===== src/rtl/greater_circuit_pkg.sv =====
// Shared types and the one-bit relation step used by the serial magnitude comparators.
package greater_circuit_pkg;

  typedef enum logic [1:0] {
    IDLE  = 2'd0,
    SHIFT = 2'd1,
    DONE  = 2'd2
  } state_e;

  typedef enum logic [1:0] {
    REL_EQ = 2'd0,
    REL_GT = 2'd1,
    REL_LT = 2'd2
  } rel_e;

  // A disagreeing bit overrides whatever the less-significant bits decided.
  function automatic rel_e rel_step(rel_e cur, logic a_i, logic b_i);
    rel_e nxt;
    case ({a_i, b_i})
      2'b10:   nxt = REL_GT;
      2'b01:   nxt = REL_LT;
      default: nxt = cur;
    endcase
    return nxt;
  endfunction

endpackage


===== src/rtl/greater_circuit_serial_cmp_cell.sv =====
// Combinational one-bit step of an LSB-first serial comparator.
module serial_cmp_cell
  import greater_circuit_pkg::*;
(
  input  rel_e cur_rel,
  input  logic a_i,
  input  logic b_i,
  output rel_e next_rel
);

  // Apply the relation step to the current bit pair.
  always_comb begin
    next_rel = rel_step(cur_rel, a_i, b_i);
  end

endmodule


===== src/rtl/greater_circuit_serial.sv =====
// LSB-first serial unsigned magnitude comparator with start/busy/done handshake.
module greater_circuit_serial
  import greater_circuit_pkg::*;
#(
  parameter int WIDTH = 4
) (
  input  logic             clk,
  input  logic             rst_n,
  input  logic             start,
  input  logic [WIDTH-1:0] a,
  input  logic [WIDTH-1:0] b,
  output logic             busy,
  output logic             done,
  output logic             gt,
  output logic             eq,
  output logic             lt
);

  localparam int CW = $clog2(WIDTH);
  localparam logic [CW-1:0] LAST_CNT = CW'(WIDTH - 1);

  state_e           state_r;
  state_e           state_s;
  logic [WIDTH-1:0] a_sh_r;
  logic [WIDTH-1:0] b_sh_r;
  logic [CW-1:0]    cnt_r;
  rel_e             rel_r;
  rel_e             rel_next_s;
  logic             last_bit_s;
  logic             busy_r;
  logic             done_r;
  logic             gt_r;
  logic             eq_r;
  logic             lt_r;

  serial_cmp_cell u_cell (
    .cur_rel  (rel_r),
    .a_i      (a_sh_r[0]),
    .b_i      (b_sh_r[0]),
    .next_rel (rel_next_s)
  );

  assign last_bit_s = (cnt_r == LAST_CNT);

  // Next-state logic; start is only looked at while idle.
  always_comb begin
    state_s = state_r;
    case (state_r)
      IDLE: begin
        if (start) begin
          state_s = SHIFT;
        end else begin
          state_s = IDLE;
        end
      end
      SHIFT: begin
        if (last_bit_s) begin
          state_s = DONE;
        end else begin
          state_s = SHIFT;
        end
      end
      DONE:    state_s = IDLE;
      default: state_s = IDLE;
    endcase
  end

  // State register and handshake flags, registered from the next state.
  always_ff @(posedge clk or negedge rst_n) begin
    if (!rst_n) begin
      state_r <= IDLE;
      busy_r  <= 1'b0;
      done_r  <= 1'b0;
    end else begin
      state_r <= state_s;
      busy_r  <= (state_s != IDLE);
      done_r  <= (state_s == DONE);
    end
  end

  // Operand capture, bit walk and result registers.
  always_ff @(posedge clk or negedge rst_n) begin
    if (!rst_n) begin
      a_sh_r <= {WIDTH{1'b0}};
      b_sh_r <= {WIDTH{1'b0}};
      cnt_r  <= {CW{1'b0}};
      rel_r  <= REL_EQ;
      gt_r   <= 1'b0;
      eq_r   <= 1'b0;
      lt_r   <= 1'b0;
    end else begin
      case (state_r)
        IDLE: begin
          if (start) begin
            a_sh_r <= a;
            b_sh_r <= b;
            cnt_r  <= {CW{1'b0}};
            rel_r  <= REL_EQ;
          end
        end
        SHIFT: begin
          rel_r  <= rel_next_s;
          a_sh_r <= {1'b0, a_sh_r[WIDTH-1:1]};
          b_sh_r <= {1'b0, b_sh_r[WIDTH-1:1]};
          // Hold the counter at the terminal value so it never wraps.
          if (last_bit_s) begin
            gt_r <= (rel_next_s == REL_GT);
            eq_r <= (rel_next_s == REL_EQ);
            lt_r <= (rel_next_s == REL_LT);
          end else begin
            cnt_r <= cnt_r + CW'(1);
          end
        end
        default: begin
          cnt_r <= cnt_r;
        end
      endcase
    end
  end

  assign busy = busy_r;
  assign done = done_r;
  assign gt   = gt_r;
  assign eq   = eq_r;
  assign lt   = lt_r;

endmodule

===== config.mk =====
export PLATFORM = sky130hd
export DESIGN_NAME = greater_circuit_serial
export DESIGN_NICKNAME = d
export VERILOG_FILES = /design/src/rtl/greater_circuit_pkg.sv /design/src/rtl/greater_circuit_serial_cmp_cell.sv /design/src/rtl/greater_circuit_serial.sv
export SDC_FILE = /design/constraint.sdc
export NUM_CORES = 1
export LEC_CHECK = 0
export BUFFER_PORTS_ARGS = -buffer_cell sky130_fd_sc_hd__buf_2
export CAP_MARGIN = 25
export CORE_MARGIN = 1
export CORE_UTILIZATION = 30
export CTS_CLUSTER_DIAMETER = 120
export DETAILED_ROUTE_END_ITERATION = 10
export PLACE_DENSITY = 0.55
export SETUP_SLACK_MARGIN = 0.4
export SYNTH_ARGS = -nofsm -noshare
export SYNTH_HDL_FRONTEND = slang
export SYNTH_SLANG_ARGS = --single-unit

===== constraint.sdc =====
create_clock -name clk -period 1.9 [get_ports clk]
set_clock_uncertainty 0.2 [all_clocks]
set_input_delay 0.38 -clock clk [delete_from_list [all_inputs] [get_ports clk]]
set_output_delay 0.38 -clock clk [all_outputs]
set_load 0.05 [all_outputs]

After elaboration in Yosys (flattened, before gate mapping)
Index checks and enable logic that the tools add are counted.

Input port bits: 11. Flip-flop bits (word level): 19. Word-level logic and storage cells: 39.

Reduce and logical (&&, ||, !) cells: 7. Eq/ne operators: 9. Add/sub/neg operators: 1. Mux-type cells: 12.

Operators by type and width (number): one-hot mux 2 bit (2 select lines) (4); one-hot mux 4 bit (2 select lines) (2); == test 2 bit, second input constant (4); 2-to-1 mux 4 bit (2); == test 2 x 1 -> 1 bit, second input constant (3); 2-to-1 mux 2 bit (3); zero test 2 bit (2); != test 2 bit, second input constant (2); AND reduction 2 bit (2); nonzero test 2 bit (2); AND reduction 3 bit (1); adder 2 x 1 -> 2 bit, second input constant (1); 2-to-1 mux 1 bit (1).

Logic depth before layout (Yosys ltp)
Gate-level depths: netlist (run 1).

Depth in word-level cells: 4. Gate-level depth with buffers: 5.

Cells and area by module
Synthesis (run 1) repeated with hierarchy kept, for this count alone.

Cells, all modules: 86. Area total of the unflattened synthesis: 914.6 um^2.

Modules (own cells, without submodules): greater_circuit_serial (area an instance 859.6 um^2, cells an instance 80, times used 1); serial_cmp_cell (area an instance 55.1 um^2, cells an instance 6, times used 1).

Worst setup path after synthesis (run 1)
Ideal clock, no wire load.

Path kind: register -> register. Start: register b_sh_r[0]. End: register gt_r, in the netlist gt. Setup slack: 0.311 ns. Buffers on the path: 0. Period minus slack after synthesis: 1.589 ns. Stages on the path, launching flop included: 6. Data arrival time: 1.268 ns. Library setup time: 0.121 ns. Required time: 1.579 ns. Path through: dfrtp_1 inv_1 ha_1 mux2i_1 nor2_1 a22o_1.

Longest elaborated chain between the ends: 3. Elaborated cells on any way between the ends: 4. Classes of those cells: eq/ne (3); mux (1).

Ends and longest elaborated chain: start, declared (RTL line greater_circuit_serial.sv:25) `logic [WIDTH-1:0] b_sh_r;`; start signal, assigned (RTL line greater_circuit_serial.sv:85) `b_sh_r <= {WIDTH{1'b0}};`; start signal, assigned (RTL line greater_circuit_serial.sv:104) `b_sh_r <= {1'b0, b_sh_r[WIDTH-1:1]};`; == test 2 x 1 -> 1 bit / == test 2 bit (equally long branches) (RTL line greater_circuit_pkg.sv:19) `case ({a_i, b_i})`; one-hot mux 2 bit (2 select lines) (*) (RTL line greater_circuit_pkg.sv:19); == test 2 x 1 -> 1 bit (*) (RTL line greater_circuit_serial.sv:107) `gt_r <= (rel_next_s == REL_GT);`; end signal, assigned (RTL line greater_circuit_serial.sv:107); end, declared (RTL line greater_circuit_serial.sv:32) `logic gt_r;`.

Every way passes the cells marked *; elsewhere a longest branch is shown, timed or not. A chain may end at the register's enable or synchronous reset.

Worst setup path in the final report (run 1)
Start: register a_sh_r[0]. End: register gt_r, in the netlist gt.

Longest elaborated chain between the ends: 3. Elaborated cells on any way between the ends: 4. Classes of those cells: eq/ne (3); mux (1).

Ends and longest elaborated chain: start, declared (RTL line greater_circuit_serial.sv:24) `logic [WIDTH-1:0] a_sh_r;`; start signal, assigned (RTL line greater_circuit_serial.sv:84) `a_sh_r <= {WIDTH{1'b0}};`; start signal, assigned (RTL line greater_circuit_serial.sv:103) `a_sh_r <= {1'b0, a_sh_r[WIDTH-1:1]};`; == test 2 x 1 -> 1 bit / == test 2 bit (equally long branches) (RTL line greater_circuit_pkg.sv:19); one-hot mux 2 bit (2 select lines) (*) (RTL line greater_circuit_pkg.sv:19); == test 2 x 1 -> 1 bit (*) (RTL line greater_circuit_serial.sv:107).

Marked as above.

==> results of run 1 <==
cell families after synthesis:
group	Yosys count	share of synthesized area
adder cells (fa/ha/maj)	3	0.04116
buffers and inverters	9	0.04527
AO/OA/AOI/OAI	25	0.1962
flip-flops	19	0.5213
AND/OR/NAND/NOR	23	0.1468
multiplexers	4	0.04938
cell usage in the layout (no fill, tap or decap), types with 2 or more instances in the layout:
cell	count
sky130_fd_sc_hd__o21ai_1	3
sky130_fd_sc_hd__dfrtp_2	2
sky130_fd_sc_hd__clkbuf_4	3
sky130_fd_sc_hd__nand2_1	10
sky130_fd_sc_hd__buf_2	10
sky130_fd_sc_hd__buf_4	11
sky130_fd_sc_hd__mux2i_1	2
sky130_fd_sc_hd__nor2_1	2
sky130_fd_sc_hd__and2b_2	5
sky130_fd_sc_hd__a22oi_1	6
sky130_fd_sc_hd__o21ai_0	6
sky130_fd_sc_hd__buf_6	4
sky130_fd_sc_hd__dfrtp_1	17
sky130_fd_sc_hd__inv_1	6
sky130_fd_sc_hd__a21oi_1	4
Yosys cell counts:
cell type and number:
sky130_fd_sc_hd__inv_1 7, sky130_fd_sc_hd__dfrtp_1 19, sky130_fd_sc_hd__o21ba_4 1, sky130_fd_sc_hd__nand2_1 10, sky130_fd_sc_hd__buf_4 2, sky130_fd_sc_hd__nor2_1 2, sky130_fd_sc_hd__mux2i_1 3, sky130_fd_sc_hd__nand2b_1 1
sky130_fd_sc_hd__o21ai_0 9, sky130_fd_sc_hd__nand3_1 1, sky130_fd_sc_hd__a21oi_1 4, sky130_fd_sc_hd__mux2_4 1, sky130_fd_sc_hd__nor2b_1 1, sky130_fd_sc_hd__a22o_1 1, sky130_fd_sc_hd__o21bai_4 1, sky130_fd_sc_hd__ha_1 3
sky130_fd_sc_hd__and2b_1 1, sky130_fd_sc_hd__nand3b_1 1, sky130_fd_sc_hd__a2bb2oi_1 1, sky130_fd_sc_hd__nor2b_4 1, sky130_fd_sc_hd__o22ai_1 1, sky130_fd_sc_hd__nor3b_1 1, sky130_fd_sc_hd__a22oi_1 6, sky130_fd_sc_hd__a32o_1 1
sky130_fd_sc_hd__and2b_2 4
layout make-up:
type | count | area (µm²) | area share
clock buffers | 3 | 22.52 | 0.01893
clock inverters | 1 | 5.005 | 0.004206
inverters | 7 | 26.28 | 0.02208
multi-input cells | 55 | 431.7 | 0.3628
flip-flops and latches | 19 | 478.0 | 0.4017
well taps | 31 | 38.79 | 0.03260
repair buffers | 26 | 187.7 | 0.1577
worst paths after layout:
path / to / slack [ns] / cells past startpoint
min in group asynchronous: done / 0.34 / 2
max in group asynchronous: state_r[0] / 0.83 / 2
hold / removal: b_sh_r[3] / 0.12 / 2
setup / recovery: gt / 0.36 / 4
hold reg to reg: b_sh_r[2] / 0.30 / 2
setup reg to reg: gt / 0.36 / 4
power breakdown:
group | total [mW] | switching, mW | internal (mW)
logic | 1.01 | 0.496 | 0.516
registers | 0.669 | 0.116 | 0.553
clock network | 0.210 | 0.131 | 0.0785
total | 1.89 | 0.744 | 1.15
metal layers:
| layer | vias to the layer above | global-route usage | wire length (µm) |
|---|---|---|---|
| met4 | 0 | 0.04181 | 13 |
| met3 | 2 | 0.04762 | 74 |
| met2 | 18 | 0.1983 | 914 |
| met1 | 335 | 0.1515 | 852 |
| li1 | 346 | - | - |
| met5 | - | 0 | 0 |
registers in the layout, indices dropped and copies added (netlist names):
register / cells
a_sh_r: 4
b_sh_r: 4
busy: 1
cnt_r: 2
done: 1
eq: 1
gt: 1
lt: 1
rel_r: 2
state_r: 2
stage by stage:
stage	instances	power, mW	hold WS [ns]
3_3_place_gp	128	1.428	0.1415
3_5_place_dp	128	1.445	0.1474
2_1_floorplan	83	1.278	-0.1156
4_1_cts	137	1.778	0.1129
6_report	142	1.891	0.1231
5_1_grt	142	2.016	0.1028
timing repair:
item,CTS,global route
endpoints found under the hold margin,19,0
pin swaps,4,4
cloned,0,0
setup endpoints to repair,8,13
buffers inserted,4,5
resized for setup,6,15
hold buffers,1,0
critical path, cell delays in order, from the launching register on:
cell                      delay (ns)
sky130_fd_sc_hd__dfrtp_1        0.42
sky130_fd_sc_hd__ha_4           0.31
sky130_fd_sc_hd__mux2i_4        0.26
sky130_fd_sc_hd__nor2_1         0.07
sky130_fd_sc_hd__a22o_1         0.18
==> out/summary.md, run 1 <==
The aggregate global-route resource usage was 0.1231. The total die area was 3265 µm². The clock-pin slew on the worst setup and hold paths is 0.11 ns. The tools report the final wirelength as 1.854 mm.

Setup repair after global routing could not meet its margin everywhere. The estimated wirelength of the detail-placed design was 1.251 mm. The run gives 0 as the initial antenna violation count. In the final timing run, aggregate negative setup slack is 0 ns. The area share of the largest cell type after synthesis is 0.5213. The number of vias per cell was 4.937; the final net count was 126. The final count of negative-setup-slack endpoints was 0. The worst setup path is captured at a register. The actual transition at the worst max-transition pin is 0.4298 ns.

The overflow left after global routing is 0, and the maximum fanout count along the critical path is 4. The worst supply voltage drop on vdd was 0.0006048 V; the count of inserted antenna diode cells was 0. The tool flagged a number of max-cap violations equal to 0.

By startpoint and endpoint, the worst setup path is classified as register to register. The cell area that synthesis handed to floorplanning was 912.1 µm². Chip width: 57.14 µm. For this design the static power due to leakage is 0.5795 nW. The maximum buffer depth of the clock tree is 2, and the mean post-synth cell area is 10.99 µm². The logs give 1 for the H-tree depth and 3 for the number of buffers created by CTS. The tools report the required time at the endpoint of the critical path as 1.90 ns. The DRC violation count after routing was 4; the clock sink total was 19.

The maximum clock frequency is 647.7 MHz, and the count of mapped cells out of synthesis is 83. The checks that failed: design-rule violations. The final design area excluding fillers is 1190 µm². For the worst-skew pair, the clock arrives at the later sink with an insertion delay of 0.30 ns. Area of placed instances: 1035 µm². Compared with the post-synthesis result, the final layout area differs by 30.45%. Data arrives at the worst endpoint at 1.55 ns.

Start point of the critical path: a_sh_r[0]. The tools report the total number of vias as 701. The quantity of I/O buffers inserted on ports works out to 15.

The worst hold path begins at b[3]. The hold violation count in the final report was 0. The tightest min-delay check is of the input port to register type. For this design the ratio of total power to cell area is 1590 nW/µm². The initial core utilization is 0.3224.

The post-synthesis net count is 97, and the per-cell routed wire length is 13.06 µm. The total area inside the core boundary comes to 2829 µm². The logs give 2.953 mm for the global-route wire length before repair and 20 for the largest net degree at the start of global routing. The run gives 0.7137 as the routability congestion estimate. Sorting the synthesized cells by area gives the leading types as sky130_fd_sc_hd__dfrtp_1 52%, sky130_fd_sc_hd__o21ai_0 4.9%, sky130_fd_sc_hd__a22oi_1 4.9%.

The number of rows created at floorplan is 19, and the fraction of the yosys area taken by sequential cells is 0.5213. After layout, the minimum clock period comes to 1.544 ns. The proportion of layout cells with a drive suffix above 1 works out to 0.4144.

The run finished, with violations left. During synthesis, Yosys emitted a total of 0 warnings. The final clock period utilization by the worst path works out to 0.8126.

The first detailed-routing pass took 7 iterations. TritonCTS built the clock tree. The run gives 0.4206 as the final core area utilization. The unique cell type count in the Yosys netlist was 25; the chip height was 57.14 µm.

The cell at the root of the clock tree was sky130_fd_sc_hd__clkbuf_4. The count of nets left with antenna violations once routing finished came out at 0. The number of global-route vias before repair is 644.

Worst reg2reg path startpoint: a_sh_r[0]. Counting flops and latches in the post-synthesis netlist gives 19. Prior to clock tree synthesis, the placed netlist has a worst setup slack of 0.2898 ns. Worst path setup slack after routing: 0.3562 ns. For this block, the initial DRC count from the detailed router was 27. The biggest area contributor in the post-synthesis netlist is sky130_fd_sc_hd__dfrtp_1. The relative max-transition margin was 0.7135. The layout has 279 filler cells. For the max-slew violation total from the final report, the log shows 0. STA classifies the critical path startpoint as a register.

Top-level port count: 16.
(Power assumes the default switching activity.)
==> run 2: changes to the inputs <==
==> constraint.sdc (replaced) <==
create_clock -name clk -period 1.5 [get_ports clk]
set_clock_uncertainty 0.2 [all_clocks]
set_input_delay 0.3 -clock clk [delete_from_list [all_inputs] [get_ports clk]]
set_output_delay 0.3 -clock clk [all_outputs]
set_load 0.05 [all_outputs]
==> run 2 against run 1 <==
  * The flow finishes with violations (design-rule violations, negative setup slack)
  * Total power increased by 34%
  * Sequential cell count unchanged
  * First-iteration DRC count decreased by 22%
  * Utilization increased by 3.2 points
  * Final area increased by 7.6%
  * Die area unchanged
  * Via count decreased by 0.14%
  * Sequential power increased by 29%
  * Non-clock buffer count increased by 7
  * Largest cell class unchanged
  * Largest power group unchanged
==> out/summary.md, run 2 (synthesis results as in run 1) <==
The tools report the critical register-to-register path endpoint as gt. The worst endpoint data arrival time came out at 1.53 ns (-0.02 ns). The run gives 0.7024 (-0.01111) as the relative max-transition margin.

Total power per unit cell area: 1982 nW/µm² (+25%). The area growth from synthesis to layout is 40.33%. For the top-level port count, the log shows 16 (unchanged).

The global-route wire length before repair came out at 3.105 mm (+5.1%). The hold violation count in the final report was 0 (unchanged). The clock-pin slew on the worst setup and hold paths is 0.11 ns (about the same). The category of the most critical setup path is register to register. The run finished, with violations left. For the post-route worst hold slack, the log shows 0.05443 ns (-0.06869 ns). The area of placed instances came out at 1122 µm² (+8.5%).

The worst hold path stage count works out to 2 (unchanged). The required time at the endpoint of the critical path came out at 1.50 ns (-0.40 ns). The maximum fanout count along the critical path works out to 4 (unchanged).

The run gives 19 (unchanged) as the clock sink total. Setup repair after global routing could not meet its margin everywhere. The final reports fail on design-rule violations, negative setup slack. The final wirelength was 1.883 mm (+1.6%); the remaining antenna violation count was 0 (unchanged).

The latest clock arrival within the worst-skew pair came out at 0.30 ns (about the same). The tools report the total design power as 2.537 mW (+34%). The hold path startpoint is b[3]. The run gives 2 (unchanged) as the maximum buffer depth of the clock tree. The nature of the critical path endpoint is a register. The internal reg-to-reg setup slack was -0.04 ns (-0.39 ns); the quantity of I/O buffers inserted on ports was 15 (unchanged). The tools report the core area as 2829 µm² (unchanged).

The worst hold path terminates at b_sh_r[3]. The max-slew violation total from the final report came out at 0 (unchanged). The final clock period utilization by the worst path is 1.023 (+0.2108), and the filler-free cell count of the finished design is 149 (+4.9%). Final count of negative-setup-slack endpoints: 2 (+2).

The minimum clock period after layout came out at 1.535 ns (-0.008831 ns). The type of the worst min-delay path is input port to register. The logs give -0.03486 ns (-0.3246 ns) for the post-placement worst setup slack and 133 (+5.6%) for the final net count. The tools report the aggregate global-route resource usage as 0.1305 (+0.007341). TritonCTS built the clock tree.

The overflow left after global routing is 0 (unchanged). The largest registers in the layout are a_sh_r (4), b_sh_r (4). Maximum clock frequency: 651.5 MHz (+0.58%). For the routability congestion estimate, the log shows 0.7247 (+1.5%).

The H-tree depth is 1 (unchanged), and the worst path setup slack after routing is -0.03502 ns (-0.3912 ns). The tools report the total die area as 3265 µm² (unchanged). The library cells used most frequently in the layout, excluding fill and tap cells, are 17 x sky130_fd_sc_hd__dfrtp_1, 16 x sky130_fd_sc_hd__buf_4, 10 x sky130_fd_sc_hd__nand2_1, 10 x sky130_fd_sc_hd__buf_2, 8 x sky130_fd_sc_hd__o21ai_1.

The number of iterations in the first detailed-routing pass was 7 (unchanged). The logs give 0 (unchanged) for the number of max-capacitance violations reported and 0 (unchanged) for the count of inserted antenna diode cells. Proportion of layout cells with a drive suffix above 1: 0.4576 (+0.04321). The worst supply voltage drop on vdd came out at 0.0006738 V (+11%). The worst setup path is launched from a register. The number of rows created at floorplan was 19 (unchanged); the sum of negative setup slack was -0.03507 ns (-0.03507 ns). The chip height works out to 57.14 µm (unchanged). The tools report the number of global-route vias before repair as 712 (+11%). In this run the clock root is driven by a sky130_fd_sc_hd__clkbuf_4. The tools report the initial antenna violation count as 0 (unchanged).

Chip width: 57.14 µm (unchanged). Per-cell routed wire length: 12.64 µm (-3.2%). The tools report the number of instances in the placed design as 135 (+5.5%). The run gives 0.4525 (+0.03185) as the final core area utilization. For the estimated wirelength of the detail-placed design, the log shows 1.343 mm (+7.3%). The logs give 700 (-0.14%) for the total number of vias and 0.6245 nW (+7.8%) for the static leakage power. The leading cell type in the layout, fill and taps excluded is sky130_fd_sc_hd__dfrtp_1. The actual transition at the worst max-transition pin was 0.4465 ns (+0.01667 ns); the number of buffers created by CTS was 3 (unchanged). The number of DRC violations after detailed-routing iteration 0 is 21 (-22%). The run gives 0.3224 (unchanged) as the initial core utilization. The largest net degree at the start of global routing was 20 (unchanged); the length in cells of the worst reg-to-reg path was 5 (+1).

For the final design area excluding fillers, the log shows 1280 µm² (+7.6%). The number of vias per cell came out at 4.698 (-4.8%). The worst reg2reg path startpoint is b_sh_r[0]. DRC violation count after routing: 2 (-2).
run 2: changes by cell type in the layout (fill, tap and decap cells not counted), sizes merged:
cell,delta
buf,+7
run 2: final cells by class:
cell class,count,area [µm²]
Fill cell,280,1549
Multi-Input combinational cell,55,454.2
Sequential cell,19,478.0
Clock buffer,3,22.52
Clock inverter,1,5.005
Tap cell,31,38.79
Inverter,7,26.28
Timing Repair Buffer,33,255.2
run 2: power by group:
group          switching [mW]  total (mW)  internal [mW]
sequential              0.158       0.860          0.701
combinational           0.655        1.41          0.760
clock                   0.163       0.262         0.0993
total                   0.976        2.54           1.56
run 2: worst max-delay path: stages, from the launching register on:
cell and delay (ns):
sky130_fd_sc_hd__dfrtp_1 0.39, sky130_fd_sc_hd__inv_2 0.06, sky130_fd_sc_hd__ha_4 0.30, sky130_fd_sc_hd__mux2i_4 0.25
sky130_fd_sc_hd__nor2_1 0.06, sky130_fd_sc_hd__a22o_1 0.17
run 2: per-layer routing:
metal	routed length (µm)	track usage
met5	0	0
met4	50	0.09408
met1	926	0.1606
met2	874	0.2084
met3	32	0.02041
run 2: worst max path at each step:
stage	from	end	slack, ns	depth (start not counted)
CTS	b_sh_r[0]	gt	-0.02	5
floorplan	b_sh_r[0]	gt	0.01	5
global route	b_sh_r[0]	gt	-0.06	5
detailed placement	a_sh_r[0]	gt	-0.03	4
finish	b_sh_r[0]	gt	-0.04	5
global placement	a_sh_r[0]	gt	-0.001	4
run 2: repair_timing:
item / 4_1_cts / 5_1_grt
endpoints found under the setup margin: 24 / 24
pin swaps: 3 / 1
setup buffers: 6 / 3
gates resized for setup: 13 / 1
hold buffers: 1 / 0
endpoints found under the hold margin: 19 / 0
==> run 3: changes to the inputs <==
==> constraint.sdc (replaced) <==
create_clock -name clk -period 1.5 [get_ports clk]
set_clock_uncertainty 0.2 [all_clocks]
set_input_delay 0.15 -clock clk [delete_from_list [all_inputs] [get_ports clk]]
set_output_delay 0.15 -clock clk [all_outputs]
set_load 0.05 [all_outputs]
==> run 3 against run 2 <==
  * The flow finishes with violations (negative setup slack)
  * Combinational power is 9% higher
  * Clock power is essentially flat
  * Register-to-register slack hardly changed
  * Fmax fell by 0.28%
  * Global-route usage grew 0.32 points
  * Hold slack lost 0.053 ns
  * Via count is 8.9% higher
  * Sequential share of layout area shrank 3.3 points
  * First-iteration DRC count down 52%
  * Largest cell class unchanged
==> out/summary.md, run 3 (synthesis results as in run 1) <==
The run gives 0.6684 nW (+7.0%) as the static leakage power. The tools report the number of DRC violations after detailed-routing iteration 0 as 10 (-52%). The core area was 2829 µm² (unchanged).

The tools report the final count of negative-setup-slack endpoints as 2 (unchanged). In the final layout, the registers with the most flip-flops are a_sh_r (4), b_sh_r (4). The worst setup path is launched from a register.

TritonCTS built the clock tree. The worst endpoint data arrival time came out at 1.54 ns (about the same). Setup repair after global routing could not meet its margin everywhere. The highest cell delay on the worst timing path was 0.43 ns (+0.04 ns). The top-level port count was 16 (unchanged); the number of max-capacitance violations reported was 0 (unchanged). The register area was 478.0 µm² (unchanged).

The tools report the estimated wirelength of the detail-placed design as 1.329 mm (-1.0%). The final reports fail on negative setup slack. The proportion of layout cells with a drive suffix above 1 came out at 0.5039 (+0.04625). The aggregate global-route resource usage was 0.1337 (+0.003241); the number of vias per cell was 4.763 (+1.4%).

The hold violation count in the final report came out at 0 (unchanged). Largest net degree at the start of global routing: 20 (unchanged). Minimum clock period after layout: 1.539 ns (+0.004268 ns). The initial antenna violation count was 0 (unchanged); the routing usage on met3 was 0.03401 (+0.01361). The max-slew violation total from the final report was 0 (unchanged).

The chip height is 57.14 µm (unchanged). The logs give 0.4967 (+0.04423) for the final core area utilization and 0 (unchanged) for the remaining antenna violation count. After global routing, the most crowded layer is met2. The logs give 0 (-2) for the DRC violation count after routing and 0 (unchanged) for the overflow left after global routing. The quantity of I/O buffers inserted on ports came out at 15 (unchanged). The required time at the endpoint of the critical path is 1.51 ns (about the same), and the actual transition at the worst max-transition pin is 0.4314 ns (-0.01509 ns). The largest individual stage delay along the critical path comes from the cell sky130_fd_sc_hd__dfrtp_1.

The run finished, with violations left. Relative max-transition margin: 0.7124 (+0.01006). The clock-pin slew on the worst setup and hold paths was 0.12 ns (about the same).

For the final net count, the log shows 144 (+8.3%). The worst hold path stage count was 3 (+1). Layout overhead on the synthesized area: 54.05%. Worst supply voltage drop on vdd: 0.0007149 V (+6.1%). The length in cells of the worst reg-to-reg path came out at 4 (-1). For the number of global-route vias before repair, the log shows 716 (+0.56%).

STA classifies the critical path endpoint as a register. The number of buffers created by CTS was 3 (unchanged); the latest clock arrival within the worst-skew pair was 0.30 ns (about the same). Met2 capacity usage during global routing: 0.2050 (-0.003361).

The filler-free cell count of the finished design is 160 (+7.4%). The met1 demand-to-capacity share in global routing was 0.1818 (+0.02118). For the filler cell count in the final layout, the log shows 274 (-2.1%). The maximum clock frequency was 649.7 MHz (-0.28%). The global-route wire length before repair was 3.291 mm (+6.0%). The total design power is 2.667 mW (+5.1%). H-tree depth: 1 (unchanged).

In the layout the commonest cells are 17 x sky130_fd_sc_hd__dfrtp_1, 17 x sky130_fd_sc_hd__buf_4, 10 x sky130_fd_sc_hd__nand2_1, 10 x sky130_fd_sc_hd__buf_2, 9 x sky130_fd_sc_hd__dlygate4sd3_1. Walking the worst path, the cells encountered are ha_4 -> mux2i_4 -> nor2_1 -> a22o_1. The worst path setup slack after routing is -0.03928 ns (-0.004268 ns). The final clock period utilization by the worst path works out to 1.026 (+0.002845). The run gives 3265 µm² (unchanged) as the total die area. The cell at the root of the clock tree was sky130_fd_sc_hd__clkbuf_4. Maximum fanout count along the critical path: 4 (unchanged).

The number of iterations in the first detailed-routing pass is 4 (-3). The initial core utilization is 0.3224 (unchanged). The final wirelength came out at 2.002 mm (+6.3%). For the count of inserted antenna diode cells, the log shows 0 (unchanged). The per-cell routed wire length came out at 12.51 µm (-0.99%). For the post-placement worst setup slack, the log shows -0.02983 ns (+0.005029 ns). The worst setup path is of the register to register kind. The worst hold path belongs to the class input port to register.

The number of instances in the placed design was 135 (unchanged). The total power per unit cell area was 1898 nW/µm² (-4.2%). For the total number of vias, the log shows 762 (+8.9%).

The maximum buffer depth of the clock tree was 2 (unchanged); the chip width was 57.14 µm (unchanged). Routability congestion estimate: 0.7131 (-1.6%). The logs give 19 (unchanged) for the number of rows created at floorplan and 476.7 µm² (+5.0%) for the multi-input logic area.

For the clock sink total, the log shows 19 (unchanged).
[run 3: path summary, 6_finish.rpt]
path	startpoint	endpoint	slack [ns]
worst max register to register	a_sh_r[0]	gt	-0.04
worst min register to register	eq	eq	0.31
worst max-delay path	a_sh_r[0]	gt	-0.04
min in group asynchronous	rst_n	done	0.11
worst min-delay path	start	busy	0.002
max in group asynchronous	rst_n	state_r[0]	0.65
[run 3: cell type report]
cell class / count / share of cell area
clock inverters: 1 / 0.003562
flip-flops and latches: 19 / 0.3402
inverters: 7 / 0.01870
repair buffers: 44 / 0.2547
multi-input cells: 55 / 0.3393
well taps: 31 / 0.02760
clock buffers: 3 / 0.01603
[run 3: worst max-delay path: cells and delay by family (launching register included)]
kind | cells | cell delay, ns
and+or+nand+nor | 1 | 0.06
AOI/OAI and AO/OA | 1 | 0.17
adders and majority gates | 1 | 0.32
muxes | 1 | 0.26
DFF | 1 | 0.43
[run 3: what timing repair did]
action,in CTS,in global routing
setup endpoints to repair,24,24
pin swaps,4,1
hold buffers,9,0
buffers inserted,6,6
resized for setup,15,9
hold endpoints to repair,27,0
[run 3: layer usage]
layer / share of wire / up-vias
li1: - / 381
met1: 0.48 / 366
met2: 0.48 / 13
met3: 0.024 / 2
met4: 0.013 / 0
met5: 0 / -
[run 3: power by group]
group	total (mW)	internal (mW)	switching (mW)
Sequential	0.869	0.701	0.168
Combinational	1.53	0.838	0.697
Clock	0.263	0.0993	0.164
[run 3: stage by stage]
step	hold WS [ns]	setup TNS (ns)	cell area [µm²]
2_1_floorplan	-0.3456	0	968.4
3_3_place_gp	-0.08093	0	1120
3_5_place_dp	-0.08334	-0.02983	1120
4_1_cts	0.02391	-0.03290	1331
5_1_grt	0.01161	-0.2285	1405
6_report	0.001542	-0.04466	1405
